**config.mk**
```make
export PLATFORM = sky130hd
export DESIGN_NAME = cube_move_sequencer
export DESIGN_NICKNAME = d
export VERILOG_FILES = /design/src/rtl/cube_move_sequencer.sv
export SDC_FILE = /design/constraint.sdc
export NUM_CORES = 1
export LEC_CHECK = 0
export CAP_MARGIN = 10
export CORE_ASPECT_RATIO = 0.7
export CORE_MARGIN = 2
export CORE_UTILIZATION = 25
export DETAILED_ROUTE_END_ITERATION = 7
export PLACE_DENSITY = 0.44
export RECOVER_POWER = 100
export SLEW_MARGIN = 20
export SYNTH_ARGS = -nofsm -noshare
export SYNTH_HDL_FRONTEND = slang
export SYNTH_SLANG_ARGS = --single-unit
```
**constraint.sdc**
```tcl
create_clock -name clk -period 2.9 [get_ports clk]
set_input_delay 0.435 -clock clk [delete_from_list [all_inputs] [get_ports clk]]
set_output_delay 0.435 -clock clk [all_outputs]
set_load 0.02 [all_outputs]
```
**src/rtl/cube_move_sequencer.sv**
```systemverilog
// Move sequencer for the cube engine: arbitrates scramble, manual and solver
// move sources and presents one move at a time until the cube register acks it.
module cube_move_sequencer #(
  parameter int SCRAMBLE_LEN = 30,
  parameter int FIFO_DEPTH   = 8,
  parameter int COUNT_MAX    = 999
) (
  input  logic       clk,
  input  logic       rst_n,
  input  logic       scr_start,
  input  logic [2:0] rnd_face,
  input  logic [1:0] rnd_rot,
  input  logic       man_req,
  input  logic [5:0] man_face,
  input  logic [1:0] man_rot,
  input  logic       sol_valid,
  input  logic [2:0] sol_face,
  input  logic [1:0] sol_rot,
  output logic       sol_ready,
  input  logic       sol_flush,
  output logic       mv_valid,
  output logic [2:0] mv_face,
  output logic [2:0] mv_rot,
  output logic [1:0] mv_src,
  input  logic       mv_ack,
  output logic       busy,
  output logic       scr_done,
  output logic [9:0] move_count,
  output logic [1:0] dbg_state
);

  localparam int AW = (FIFO_DEPTH > 1) ? $clog2(FIFO_DEPTH) : 1;
  localparam logic [AW:0] FIFO_FULL = (AW+1)'(FIFO_DEPTH);
  localparam logic [9:0]  CMAX      = 10'(COUNT_MAX);
  localparam logic [5:0]  SCR_LAST  = 6'(SCRAMBLE_LEN - 1);

  typedef enum logic [1:0] {
    S_IDLE     = 2'd0,
    S_ISSUE    = 2'd1,
    S_SCRAMBLE = 2'd2
  } state_t;

  state_t     state;
  logic       scr_pend;
  logic       man_pend;
  logic       man_req_q;
  logic [2:0] man_face_q;
  logic [2:0] man_rot_q;
  logic [5:0] scr_cnt;

  logic [4:0]    fifo_mem [FIFO_DEPTH];
  logic [AW-1:0] wr_ptr;
  logic [AW-1:0] rd_ptr;
  logic [AW:0]   fifo_cnt;

  logic       man_edge;
  logic       man_ok;
  logic       fifo_empty;
  logic       push;
  logic       pop;
  logic       in_idle;
  logic       grant_scr;
  logic       grant_man;
  logic [4:0] head;
  logic       head_ok;

  // Random/solver rotation: 0=CW, 1=CCW, 2=double, 3 folds to CW.
  function automatic logic [2:0] map_rot(input logic [1:0] r);
    case (r)
      2'd1:    map_rot = 3'd3;
      2'd2:    map_rot = 3'd2;
      default: map_rot = 3'd1;
    endcase
  endfunction

  function automatic logic [2:0] map_man_rot(input logic [1:0] r);
    case (r)
      2'b10:   map_man_rot = 3'd3;
      2'b11:   map_man_rot = 3'd2;
      default: map_man_rot = 3'd1;
    endcase
  endfunction

  // Generator faces 6 and 7 fold onto 0 and 1.
  function automatic logic [2:0] map_face(input logic [2:0] f);
    map_face = (f > 3'd5) ? {2'b00, f[0]} : f;
  endfunction

  // Solver port: an entry transfers on any edge where sol_valid && sol_ready;
  // sol_ready is low only while the queue holds FIFO_DEPTH entries.
  assign fifo_empty = (fifo_cnt == '0);
  assign sol_ready  = (fifo_cnt != FIFO_FULL);
  assign push       = sol_valid && sol_ready;

  assign man_edge  = man_req && !man_req_q;
  assign man_ok    = man_edge && (man_rot != 2'b00) && (man_face <= 6'd5) &&
                     !man_pend && (state != S_SCRAMBLE);

  assign in_idle   = (state == S_IDLE);
  assign grant_scr = in_idle && scr_pend;
  assign grant_man = in_idle && !scr_pend && man_pend;
  assign pop       = in_idle && !scr_pend && !man_pend && !fifo_empty;
  assign head      = fifo_mem[rd_ptr];
  assign head_ok   = (head[4:2] <= 3'd5);

  assign busy      = (state != S_IDLE) || scr_pend;
  assign dbg_state = state;

  // Queue storage carries no reset; emptiness is tracked by fifo_cnt.
  always_ff @(posedge clk) begin
    if (push && !sol_flush) fifo_mem[wr_ptr] <= {sol_face, sol_rot};
  end

  always_ff @(posedge clk or negedge rst_n) begin
    if (!rst_n) begin
      wr_ptr   <= '0;
      rd_ptr   <= '0;
      fifo_cnt <= '0;
    end else if (sol_flush) begin
      wr_ptr   <= '0;
      rd_ptr   <= '0;
      fifo_cnt <= '0;
    end else begin
      if (push) wr_ptr <= wr_ptr + 1'b1;
      if (pop)  rd_ptr <= rd_ptr + 1'b1;
      case ({push, pop})
        2'b10:   fifo_cnt <= fifo_cnt + 1'b1;
        2'b01:   fifo_cnt <= fifo_cnt - 1'b1;
        default: fifo_cnt <= fifo_cnt;
      endcase
    end
  end

  always_ff @(posedge clk or negedge rst_n) begin
    if (!rst_n) begin
      man_req_q  <= 1'b0;
      man_pend   <= 1'b0;
      man_face_q <= 3'd0;
      man_rot_q  <= 3'd0;
      scr_pend   <= 1'b0;
    end else begin
      man_req_q <= man_req;
      if (man_ok) begin
        man_pend   <= 1'b1;
        man_face_q <= man_face[2:0];
        man_rot_q  <= map_man_rot(man_rot);
      end else if (grant_man) begin
        man_pend <= 1'b0;
      end
      if (scr_start && (state != S_SCRAMBLE)) scr_pend <= 1'b1;
      else if (grant_scr)                     scr_pend <= 1'b0;
    end
  end

  always_ff @(posedge clk or negedge rst_n) begin
    if (!rst_n) begin
      state      <= S_IDLE;
      mv_valid   <= 1'b0;
      mv_face    <= 3'd0;
      mv_rot     <= 3'd0;
      mv_src     <= 2'd0;
      scr_cnt    <= 6'd0;
      scr_done   <= 1'b0;
      move_count <= 10'd0;
    end else begin
      scr_done <= 1'b0;
      case (state)
        S_IDLE: begin
          if (grant_scr) begin
            mv_face  <= map_face(rnd_face);
            mv_rot   <= map_rot(rnd_rot);
            mv_src   <= 2'd0;
            mv_valid <= 1'b1;
            scr_cnt  <= SCR_LAST;
            state    <= S_SCRAMBLE;
          end else if (grant_man) begin
            mv_face  <= man_face_q;
            mv_rot   <= man_rot_q;
            mv_src   <= 2'd1;
            mv_valid <= 1'b1;
            state    <= S_ISSUE;
          end else if (pop && head_ok) begin
            mv_face  <= head[4:2];
            mv_rot   <= map_rot(head[1:0]);
            mv_src   <= 2'd2;
            mv_valid <= 1'b1;
            state    <= S_ISSUE;
          end
        end
        S_ISSUE: begin
          if (mv_ack) begin
            if (move_count < CMAX) move_count <= move_count + 10'd1;
            mv_valid <= 1'b0;
            state    <= S_IDLE;
          end
        end
        S_SCRAMBLE: begin
          // Reloading on the ack edge keeps moves back-to-back under a tied-high ack.
          if (mv_ack) begin
            if (scr_cnt != 6'd0) begin
              mv_face <= map_face(rnd_face);
              mv_rot  <= map_rot(rnd_rot);
              scr_cnt <= scr_cnt - 6'd1;
            end else begin
              mv_valid <= 1'b0;
              scr_done <= 1'b1;
              state    <= S_IDLE;
            end
          end
        end
        default: begin
          mv_valid <= 1'b0;
          state    <= S_IDLE;
        end
      endcase
    end
  end

endmodule

```
==> metrics.md <==
| Metric | Value |
|---|---|
| Status | `finished clean` |
| Setup bufs post-CTS | `0` |
| Layout cell share with drive strength beyond 1 | `12.9%` |
| Initial antenna violation count | `0` |
| Metal-1 WL | `4.90 mm` |
| Worst hold path type | `in -> async` |
| Multi-input gate area | `1510 µm²` |
| WS Path Type | `reg -> out` |
| Highest routed layer | `met4` |
| Synth Flop Type | `dfrtp_1` |
| Gpl congestion | `0.769` |
| Std-Cell Rows | `38` |
| Final period util | `91.3%` |
| Crit path time final | `2.65 ns` |
| Post-synth EDFFs | `40` |
| CTS tree | `yes` |
| Final ANT Viol Nets | `0` |
| Placeable core region | `15500 µm²` |
| ANT cells | `0` |
| Largest net degree at the start of global routing | `46` |
| Hold_ws | `0.384 ns` |
| TritonRoute pass-1 iters | `4` |
| Final setup vio count | `0` |
| Largest area contributor in the synthesized netlist | `edfxtp_1` |
| Skew final | `0.00618 ns` |
| Worst setup margin | `0.252 ns` |
| Die area | `17000 µm²` |
| Global-route wire length before repair | `14.7 mm` |
| Final Hold Fails | `0` |
| Synth Register Bits | `85` |
| Post-Synthesis Net Count | `325` |
| Crit path DAT | `2.21 ns` |
| Area contributors post-synth | `edfxtp_1 (30%), dfrtp_1 (28%), mux4_2 (3.4%)` |
| Synth cell count leaders | `dfrtp_1 (45), edfxtp_1 (40), nor2_1 (23)` |
| CTS Hold Bufs | `0` |
| Pins over their slew limit | `0` |
| DRT Wirelength | `9.08 mm` |
| Cells after Synth | `292` |
| Avg Vias per Cell | `4.47` |
| Global route overflow | `0` |
| Layout fillers | `1521` |
| Unrepaired setup endpoints after global routing | `no` |
| Wirelength per Cell | `16.1 µm` |
| Worst slack, placed | `0.383 ns` |
| Reg2reg setup slack | `0.29 ns` |
| Critical Path RT | `2.47 ns` |
| Die X-Extent | `155 µm` |
| Number of buffers created by CTS | `9` |
| Area growth, synth to finish | `25.1%` |
| Unique cell type count in the Yosys netlist | `59` |
| DR iter-0 viols | `163` |
| Max-cap violations | `0` |
| Post-synth top area share | `30.1%` |
| Vias in the first global route | `2622` |
| Vias after detailed routing | `2514` |
| Post-CTS sizing | `0` |
| Clk slew on worst S/H paths | `0.06 ns` |
| Slew margin rel. | `23.6%` |
| Final nets | `391` |
| Crit path capture type | `output pin` |
| Clock latency at the later pin of the worst-skew pair | `0.34 ns` |
| Post-Syn Area | `4000 µm²` |
| Least-Margin Pin Slew | `1.15 ns` |
| Clock Sink Count | `85` |
| LEAKAGE | `0.00198 µW` |
| # DRC | `0` |
| Setup TNS | `0 ns` |
| Mean post-synth cell area | `13.7 µm²` |
| Met3 wire len | `364 µm` |
| Dpl hpwl | `6.60 mm` |
| Die extent in y | `110 µm` |
| Most numerous cell in the Yosys netlist | `dfrtp_1` |
| Synth async-reset ratio | `52.9%` |
| Tot GR Track Use | `11.6%` |
| Sequential element share of the synthesized area | `58.3%` |
| FF+latch area | `2330 µm²` |
| Max Clk Rate | `0.378 GHz` |
| Critical Path Start Type | `register` |
| IO Pins | `49` |
| PortBufs | `47` |
| Max FO, Critical Path | `9` |
| Initial Utilization | `25.7%` |
| Met2 WL post-DR | `3.67 mm` |
| CTS root buffer | `clkbuf_16` |
| PwrDens | `845 nW/µm²` |
| Peak VDD IR | `0.000345 V` |
| Syn. warnings | `0` |
| H-tree levels | `3` |
| Maximum root-to-sink buffer count | `2` |
-- worst paths after layout --
path                                      end          start  depth (start not counted)
worst max-delay path                sol_ready    fifo_cnt[1]                          2
worst min-delay path               mv_face[2]          rst_n                          2
worst max register to register    fifo_cnt[3]       scr_pend                          8
worst min register to register  move_count[8]  move_count[8]                          1
max in group asynchronous           wr_ptr[2]          rst_n                          2
min in group clk                move_count[8]  move_count[8]                          1
-- layer usage --
metal	global-route usage, %	vias up
li1	-	1210
met5	0	-
met3	3.15	10
met1	17.3	1249
met4	4.37	0
met2	15.7	45
-- area by class of cell --
type	count	share of cell area (%)
Sequential cell	85	46.6
Multi-Input combinational cell	187	30.3
Timing Repair Buffer	65	11.2
Tap cell	200	5.01
Clock buffer	11	4.66
Clock inverter	5	1.53
Inverter	10	0.751
-- layout by cell type (no fill, tap or decap), types with 2 or more instances in the layout --
master and n:
nand3b_1 2, clkbuf_16 9, xnor2_1 9, dfrtp_1 45, o22ai_1 2, mux2i_1 6
mux4_1 4, buf_4 7, nor3_1 7, ha_1 8, nor2_1 24, nand3_1 8
mux2_2 5, and4_1 3, a21o_1 2, or3_1 2, clkbuf_1 11, clkinv_1 2
mux2_4 4, clkbuf_2 2, nand4_1 2, nand2_1 20, o21ai_0 7, xor2_1 9
bufinv_16 2, dlygate4sd3_1 29, a211oi_1 3, mux4_2 6, and3_1 4, nand2b_1 7
clkdlybuf4s50_1 17, a31oi_1 4, edfxtp_1 40, inv_1 9, a21oi_1 10, nor2b_1 3
-- per-stage QoR --
| step | instance area (µm²) | utilization [%] | std cells | power [µW] |
|---|---|---|---|---|
| 5_1_grt | 5000 | 32.2 | 563 | 4500 |
| 3_5_place_dp | 4790 | 30.8 | 547 | 3190 |
| 4_1_cts | 5100 | 32.8 | 563 | 4420 |
| 3_3_place_gp | 4790 | 30.8 | 547 | 3170 |
| 6_report | 5000 | 32.2 | 563 | 4230 |
| 2_1_floorplan | 4000 | - | 292 | 2660 |
-- flip-flops by register name (all words and copies together), names as in the netlist, 2 cells and up --
register / cells
fifo_mem: 40
move_count: 10
scr_cnt: 6
fifo_cnt: 4
man_face_q: 3
mv_face: 3
rd_ptr: 3
wr_ptr: 3
dbg_state: 2
man_rot_q: 2
mv_rot: 2
mv_src: 2
-- worst max-delay path, cell delays in order (launching register included) --
cell and delay, ns:
dfrtp_1 0.49, or4b_1 0.68, dlygate4sd3_1 0.71
-- report_power, final --
part | internal (µW) | leakage, µW | total (µW) | switching (µW)
logic | 641 | 0.000889 | 1370 | 729
clock network | 751 | 0.000147 | 1210 | 460
registers | 1460 | 0.000939 | 1640 | 187
total | 2850 | 0.00198 | 4230 | 1380
-- cells by family (layout without fill, tap and decap cells) --
logic type,after synthesis,after routing,synth area share [%]
AOI/OAI and AO/OA,40,40,7.36
xor gates and xnor gates,18,18,3.95
adders and majority gates,8,8,2.51
buffers and inverters,20,91,2.35
DFF,85,85,58.3
muxes,28,28,11.8
other,1,1,0.0939
and+or+nand+nor,92,92,13.7
Note: power is estimated with default switching activity, not from simulation.
